**src/rtl/bin2bcd_seq_pkg.sv**
```systemverilog
// bin2bcd_seq shared types.
// FSM encoding and BCD digit width.
package bin2bcd_seq_pkg;
  localparam int BCD_DIGIT_W = 4;

  typedef enum logic [1:0] {
    IDLE  = 2'd0,
    SHIFT = 2'd1,
    DONE  = 2'd2
  } state_t;
endpackage

```
**src/rtl/bin2bcd_seq_if.sv**
```systemverilog
// bin2bcd_seq request/result bundle.
// Master issues start/bin, slave returns busy/done/bcd/overflow.
interface bin2bcd_seq_if #(
  parameter int BIN_WIDTH = 16,
  parameter int DIGITS    = 5
);
  import bin2bcd_seq_pkg::*;

  logic                          start;
  logic [BIN_WIDTH-1:0]          bin;
  logic                          busy;
  logic                          done;
  logic [BCD_DIGIT_W*DIGITS-1:0] bcd;
  logic                          overflow;

  modport master (
    output start, bin,
    input  busy, done, bcd, overflow
  );

  modport slave (
    input  start, bin,
    output busy, done, bcd, overflow
  );
endinterface

```
**src/rtl/bin2bcd_seq_add3.sv**
```systemverilog
// Double-dabble digit correction cell.
// Adds 3 to a BCD digit of 5 or more before the shift.
module bin2bcd_seq_add3 (
  input  logic [3:0] d,
  output logic [3:0] q
);
  assign q = (d >= 4'd5) ? d + 4'd3 : d;
endmodule

```
**src/rtl/bin2bcd_seq.sv**
```systemverilog
// Sequential double-dabble binary-to-BCD converter.
// One shift per clock, start/busy/done handshake.
module bin2bcd_seq
  import bin2bcd_seq_pkg::*;
#(
  parameter int BIN_WIDTH = 16,
  parameter int DIGITS    = 5
) (
  input logic          clk,
  input logic          rst_n,
  bin2bcd_seq_if.slave bus
);
  localparam int AW = BCD_DIGIT_W * DIGITS;
  localparam int CW = $clog2(BIN_WIDTH + 1);
  localparam logic [CW-1:0] LAST = CW'(BIN_WIDTH - 1);

  state_t               state;
  logic [CW-1:0]        count;
  logic [BIN_WIDTH-1:0] sreg;
  logic [AW-1:0]        acc;
  logic [AW-1:0]        adj;
  logic [AW-1:0]        acc_nxt;
  logic                 sticky;
  logic                 ovf_now;
  logic                 accept;
  logic                 last;
  logic                 busy_q;
  logic                 done_q;
  logic [AW-1:0]        bcd_q;
  logic                 ovf_q;

  assign accept = (state == IDLE) && bus.start;
  assign last   = (state == SHIFT) && (count == LAST);

  for (genvar i = 0; i < DIGITS; i++) begin : g_add3
    bin2bcd_seq_add3 u_add3 (
      .d (acc[i*BCD_DIGIT_W +: BCD_DIGIT_W]),
      .q (adj[i*BCD_DIGIT_W +: BCD_DIGIT_W])
    );
  end

  // A set top bit after correction is the bit lost off the end
  assign ovf_now = adj[AW-1];
  assign acc_nxt = {adj[AW-2:0], sreg[BIN_WIDTH-1]};

  always_ff @(posedge clk or negedge rst_n) begin
    if (!rst_n) begin
      state  <= IDLE;
      count  <= '0;
      busy_q <= 1'b0;
      done_q <= 1'b0;
    end else begin
      case (state)
        IDLE: begin
          if (bus.start) begin
            state  <= SHIFT;
            count  <= '0;
            busy_q <= 1'b1;
          end
        end
        SHIFT: begin
          count <= count + 1'b1;
          if (count == LAST) begin
            state  <= DONE;
            done_q <= 1'b1;
          end
        end
        DONE: begin
          state  <= IDLE;
          busy_q <= 1'b0;
          done_q <= 1'b0;
        end
        default: begin
          state  <= IDLE;
          busy_q <= 1'b0;
          done_q <= 1'b0;
        end
      endcase
    end
  end

  always_ff @(posedge clk or negedge rst_n) begin
    if (!rst_n) begin
      sreg   <= '0;
      acc    <= '0;
      sticky <= 1'b0;
      bcd_q  <= '0;
      ovf_q  <= 1'b0;
    end else if (accept) begin
      sreg   <= bus.bin;
      acc    <= '0;
      sticky <= 1'b0;
    end else if (state == SHIFT) begin
      sreg   <= sreg << 1;
      acc    <= acc_nxt;
      sticky <= sticky | ovf_now;
      if (last) begin
        bcd_q <= acc_nxt;
        ovf_q <= sticky | ovf_now;
      end
    end
  end

  assign bus.busy     = busy_q;
  assign bus.done     = done_q;
  assign bus.bcd      = bcd_q;
  assign bus.overflow = ovf_q;
endmodule
```
**src/flat_wrapper.sv**
```systemverilog
// flat-port wrapper written by rule: the top's interface ports become plain ports
module bin2bcd_seq_flat import bin2bcd_seq_pkg::*;
#(
  parameter int BIN_WIDTH = 16,
  parameter int DIGITS    = 5
)
  (clk, rst_n, bus_start, bus_bin, bus_busy, bus_done, bus_bcd, bus_overflow);
  bin2bcd_seq_if #(.BIN_WIDTH(BIN_WIDTH), .DIGITS(DIGITS)) bus_i ();
  input logic clk;
  input logic rst_n;
  input wire logic [$bits(bus_i.start)-1:0] bus_start;
  input wire logic [$bits(bus_i.bin)-1:0] bus_bin;
  output wire logic [$bits(bus_i.busy)-1:0] bus_busy;
  output wire logic [$bits(bus_i.done)-1:0] bus_done;
  output wire logic [$bits(bus_i.bcd)-1:0] bus_bcd;
  output wire logic [$bits(bus_i.overflow)-1:0] bus_overflow;
  assign bus_i.start = bus_start;
  assign bus_i.bin = bus_bin;
  assign bus_busy = bus_i.busy;
  assign bus_done = bus_i.done;
  assign bus_bcd = bus_i.bcd;
  assign bus_overflow = bus_i.overflow;
  bin2bcd_seq #(.BIN_WIDTH(BIN_WIDTH), .DIGITS(DIGITS)) u_core (.clk(clk), .rst_n(rst_n), .bus(bus_i));
endmodule
```
**config.mk**
```make
export PLATFORM = sky130hd
export DESIGN_NAME = bin2bcd_seq_flat
export DESIGN_NICKNAME = d
export VERILOG_FILES = /design/src/rtl/bin2bcd_seq_pkg.sv /design/src/rtl/bin2bcd_seq_if.sv /design/src/rtl/bin2bcd_seq_add3.sv /design/src/rtl/bin2bcd_seq.sv /design/src/flat_wrapper.sv
export SDC_FILE = /design/constraint.sdc
export NUM_CORES = 1
export LEC_CHECK = 0
export CAP_MARGIN = 20
export CORE_MARGIN = 2
export CORE_UTILIZATION = 45
export DETAILED_ROUTE_END_ITERATION = 6
export GPL_TIMING_DRIVEN = 0
export PLACE_DENSITY = 0.65
export SETUP_SLACK_MARGIN = 0.2
export SYNTH_ARGS = -nofsm -noshare
export SYNTH_HDL_FRONTEND = slang
export SYNTH_SLANG_ARGS = --single-unit
```
**constraint.sdc**
```tcl
create_clock -name clk -period 3.7 [get_ports clk]
set_input_delay 0.555 -clock clk [delete_from_list [all_inputs] [get_ports clk]]
set_output_delay 0.555 -clock clk [all_outputs]
set_load 0.1 [all_outputs]
```
==> Yosys cells after proc, flatten, opt, wreduce, memory -nomap -nowiden <==
Cells that the tools add are included.
{ "classes": {"n_addsub": 6, "order_cmp": 5, "eq_ne": 4, "n_mux": 20, "bitwise_logic": 4, "reduce_logical": 10} }
{ "ops": {"columns": ["operator", "n"], "rows": [
  ["$mux W20", 2],
  ["$mux W16", 2],
  ["$add A4 B2 Y4 const B", 5],
  ["$ge A4 B3 Y1 const B", 5],
  ["$mux W4", 5],
  ["$pmux W5 S2", 1],
  ["$reduce_and A2 Y1", 4],
  ["$add A5 B1 Y5 const B", 1],
  ["$eq A5 B4 Y1 const B", 1],
  ["$mux W5", 1],
  ["$mux W1", 4],
  ["$mux W2", 2],
  ["$pmux W1 S2", 2],
  ["$pmux W2 S2", 1],
  ["$reduce_bool A2 Y1", 2],
  ["$not A1 Y1", 3],
  ["$reduce_and A3 Y1", 1],
  ["$eq A2 B1 Y1 const B", 1],
  ["$logic_and A1 B1 Y1", 2],
  ["$logic_not A2 Y1", 1],
  ["$ne A2 B1 Y1 const B", 1],
  ["$ne A2 B2 Y1 const B", 1],
  ["$or A1 B1 Y1", 1]
]} }
{ "word_totals": {"reg_bits": 67, "input_bits": 19, "output_inout_bits": 23, "wordCells": 58} }

==> Longest topological paths before layout <==
{ "logic_depth": {"word_depth": 5, "mapped_depth": 8, "mapped_depth_nobuf": 7} }

==> By module <==
From an unflattened synthesis, not the netlist that was laid out.
{ "hier_totals": {"cells_unflattened": 287, "area_unflattened_um2": 3280.6} }
{ "by_module_without_submodules": {"columns": ["module", "n_inst", "cells_each", "area_each_um2", "seq_area_each_um2"], "rows": [
  ["bin2bcd_seq", 1, 207, 2773.9, 1676.6],
  ["bin2bcd_seq_add3", 5, 16, 101.3, 0.0]
]} }

==> Least setup slack after synthesis <==
Ideal clock, no wire load.
{ "synth_timing": {"path_type": "register -> register", "from": "reg u_core.count[0]", "to": "reg u_core.done_q, in the netlist u_core.bus.done", "setup_ns": 0.144, "t_arrival_ns": 1.455, "required_ns": 3.556, "setup_slack_ns": 2.101, "stages_incl_launch_ff": 7, "n_path_buf": 1, "period_less_slack_ns": 1.599, "path_cell_list": "dfrtp_1 > ha_1 > and3_1 > ha_1 > nand2_2 > clkbuf_1 > o21ai_0"} }
{ "synth_between": {"elab_chain_cells": 3} }
{ "synth_lines": {"columns": ["item", "line_no", "source"], "rows": [
  ["start: declaration", "bin2bcd_seq.sv:18", "logic [CW-1:0] count;"],
  ["start signal: assignment", "bin2bcd_seq.sv:62", "count <= count + 1'b1;"],
  ["$eq A5 B4 Y1", "bin2bcd_seq.sv:63", "if (count == LAST) begin"],
  ["$ne A2 B1 Y1 (no source line)", null, null],
  ["$reduce_and A2 Y1 (no source line)", null, null],
  ["end signal: assignment", "bin2bcd_seq.sv:65", "done_q <= 1'b1;"],
  ["end signal: assignment", "bin2bcd_seq.sv:71", "done_q <= 1'b0;"],
  ["end signal: assignment", "bin2bcd_seq.sv:76", "done_q <= 1'b0;"],
  ["end: declaration", "bin2bcd_seq.sv:28", "logic done_q;"]
]} }
No other way between the ends.
A chain may end at the register's enable or synchronous reset.

==> Worst setup path after layout <==
{ "layout_timing": {"from": "reg u_core.ovf_q, in the netlist u_core.bus.overflow", "to": "out bus_overflow"} }
{ "layout_lines": {"columns": ["item", "line_no", "source"], "rows": [
  ["start: declaration", "bin2bcd_seq.sv:30", "logic ovf_q;"],
  ["start signal: assignment", "bin2bcd_seq.sv:99", "ovf_q <= sticky | ovf_now;"],
  ["end: declaration", "flat_wrapper.sv:16", "output wire logic [$bits(bus_i.overflow)-1:0] bus_overflow;"]
]} }
No word-level cell between the ends.

==> results.md <==
- Number of setup buffers added after CTS: 0
- Max-slew headroom at the worst pin: 34.9%
- Net count, final: 398
- Post-Syn Instances: 315
- Time the final worst path needs with I/O delays and setup: 2.41 ns
- Global-route wire length before repair: 11,000 µm
- Kind of path behind the tightest hold check: input pin to asynchronous set/reset pin
- Final count of negative-setup-slack endpoints: 0
- Number of levels in the clock H-tree: 3
- Aggregate global-route resource usage: 18.8%
- Drt pass-1 iters: 4
- Final max-slew violation count: 0
- Drt wl/cell: 14.0 µm
- Cell chain of the critical path: clkdlybuf4s50_1
- Crit path required time: 3.14 ns
- Vertical extent of the die: 86.7 µm
- Vias: 2,409
- Root Buffer Master: sky130_fd_sc_hd__clkbuf_8
- Fin. Hold Viols: 0
- Cell area after synthesis: 3080 µm²
- Antenna Violating Nets Remaining: 0
- Transition time at the pin with the least slew margin: 0.973 ns
- Final HPWL from detailed placement: 4360 µm
- Max-cap viol count: 0
- Number of warnings printed during yosys synthesis: 0
- Status: completed
- Post-Syn Area per Cell: 9.78 µm²
- Biggest area contributors in the synthesized netlist: sky130_fd_sc_hd__dfrtp_1 (54%), sky130_fd_sc_hd__o21ai_0 (9.1%), sky130_fd_sc_hd__nand2_1 (6.5%)
- Core outline area: 6720 µm²
- Timing-limited maximum frequency: 415 MHz
- Number of design-rule violations left by the first detailed-router iteration: 109
- Number of placed cells counting well taps: 436
- Number of standard cells in the final layout excluding fillers: 452
- Critical path startpoint category: flop
- Setup repair after global routing missed its margin: no
- Die outline width: 86.7 µm
- Gpl congestion: 0.773
- Via count of the first global-routing pass: 2,354
- Portion of synthesized cell area occupied by the leading cell type: 54.4%
- Top_reg_cell synth: sky130_fd_sc_hd__dfrtp_1
- Latest clock arrival within the worst-skew pair: 0.33 ns
- Maximum fanout count along the critical path: 2
- Share of flip-flops with an asynchronous set or reset after synthesis: 100%
- Count of instances resized after the clock tree is built: 0
- Clk buf depth: 2
- Synthesized flop and latch total: 67
- Net count of the mapped netlist: 346
- Total CTS buffers: 9
- Initial core utilization: 45.8%
- Ranking of synthesized cells by instance count: sky130_fd_sc_hd__dfrtp_1 (67), sky130_fd_sc_hd__o21ai_0 (56), sky130_fd_sc_hd__nand2_1 (53)
- Arrival time of data at the critical path endpoint: 1.86 ns
- Final worst slack: 1.29 ns
- Final Skew: 0.00698 ns
- Initial antenna violation count: 0
- Detailed Route WL: 6350 µm
- Number of diodes added for antenna fixing: 0
- Dominant delay contributor by cell family on the critical path: buffers and inverters
- Cell type of the slowest stage on the worst timing path: sky130_fd_sc_hd__clkdlybuf4s50_1
- Critical path buffers and inverters: 1
- Number of cell rows: 30
- Count of flip-flops with a built-in enable after synthesis: 0
- Kind of critical path: flop to primary output
- Sequential cell area fraction in the yosys report: 54.4%
- Post-CTS Hold Buffers: 0
- Worst slack after detailed placement: 1.65 ns
- Clock slew at reported path FFs: 0.07 ns
- Area of the die: 7520 µm²
- Area added between synthesis and finish: 22.6%
- Maximum cell stage delay along the critical path: 1.14 ns
- Ratio of cells with drive above 1 in the final layout: 10.5%
- TritonCTS clock tree: built
- Library cell occupying the most area in the post-synthesis netlist: sky130_fd_sc_hd__dfrtp_1
- Total number of clock tree sinks: 67
- Library cells used by synthesis: 30
- # DRC: 0
- Critical path capture point type: primary output
- Number of I/O port buffers: 41
- Portion of the clock cycle consumed by the worst path in the final layout: 65.1%
- Count of pins on the block boundary: 42
- Remaining global-route overflow: 0
- Largest net degree at the start of global routing: 68
- Vias per cell: 5.33
- Cell with the most instances after synthesis: sky130_fd_sc_hd__dfrtp_1
## routing by layer
layer | vias up | share of wire (%) | track usage (%)
li1 | 1197 | - | -
met1 | 1165 | 49 | 26.2
met2 | 40 | 47 | 29.2
met3 | 7 | 2.9 | 3.62
met4 | 0 | 1.1 | 7.53
met5 | - | 0 | 0
## cells by family after synthesis
family,synth area share [%]
mux,2.19
buf+inv,4.35
fa+ha+maj,4.87
xor+xnor,1.42
compound gates,19.1
simple gates,13.6
flops,54.4
## final timing paths
kind                       cells past startpoint           startpoint  slack (ns)                 to
max                                            1  u_core.bus.overflow        1.29       bus_overflow
min                                            1                rst_n        0.30     u_core.acc[13]
max reg2reg                                    6      u_core.count[0]        1.73    u_core.bus.done
min reg2reg                                    2    u_core.bus.bcd[6]        0.48  u_core.bus.bcd[6]
max in group asynchronous                      1                rst_n        2.81     u_core.sreg[6]
min in group clk                               2    u_core.bus.bcd[6]        0.48  u_core.bus.bcd[6]
## flip-flops by register name, indices dropped and copies added (netlist names)
signal               count
u_core.bus.busy          1
u_core.acc              20
u_core.count             5
u_core.sticky            1
u_core.sreg             16
u_core.bus.done          1
u_core.bus.bcd          20
u_core.bus.overflow      1
u_core.state             2
## layout make-up
type | instances | area [µm²]
Fill cell | 619 | 2940
Sequential cell | 67 | 1680
Multi-Input combinational cell | 217 | 1270
Timing Repair Buffer | 41 | 408
Clock buffer | 14 | 153
Tap cell | 80 | 100
Buffer | 16 | 77.6
Inverter | 15 | 56.3
Clock inverter | 2 | 35.0
## per-stage QoR
step	setup TNS, ns	cell area, µm²	utilization [%]	hold WS (ns)
after floorplan	0	3080	-	0.259
after global placement	-15.87	3590	53.4	0.462
after detailed placement	0	3590	53.4	0.470
after CTS	0	3780	56.2	0.351
after global routing	0	3780	56.2	0.407
final	0	3780	56.2	0.298
## cell usage in the layout (no fill, tap or decap), types with 6 or more instances in the layout
master	synthesis	routed
sky130_fd_sc_hd__clkbuf_8	0	10
sky130_fd_sc_hd__nand2_1	53	53
sky130_fd_sc_hd__clkbuf_1	4	8
sky130_fd_sc_hd__buf_2	10	10
sky130_fd_sc_hd__clkdlybuf4s50_1	0	40
sky130_fd_sc_hd__dfrtp_1	67	67
sky130_fd_sc_hd__nor2_1	10	10
sky130_fd_sc_hd__ha_1	12	12
sky130_fd_sc_hd__o21ai_1	10	10
sky130_fd_sc_hd__nand2b_1	7	7
sky130_fd_sc_hd__a22oi_1	15	15
sky130_fd_sc_hd__inv_1	14	14
sky130_fd_sc_hd__o21ai_0	56	56
sky130_fd_sc_hd__a21oi_1	11	11
sky130_fd_sc_hd__nor3_1	6	6
sky130_fd_sc_hd__mux2_2	6	6
Power is left out: the tool's default activity adds up to more than one toggle a clock period on the data nets, which glitch-free logic cannot reach.
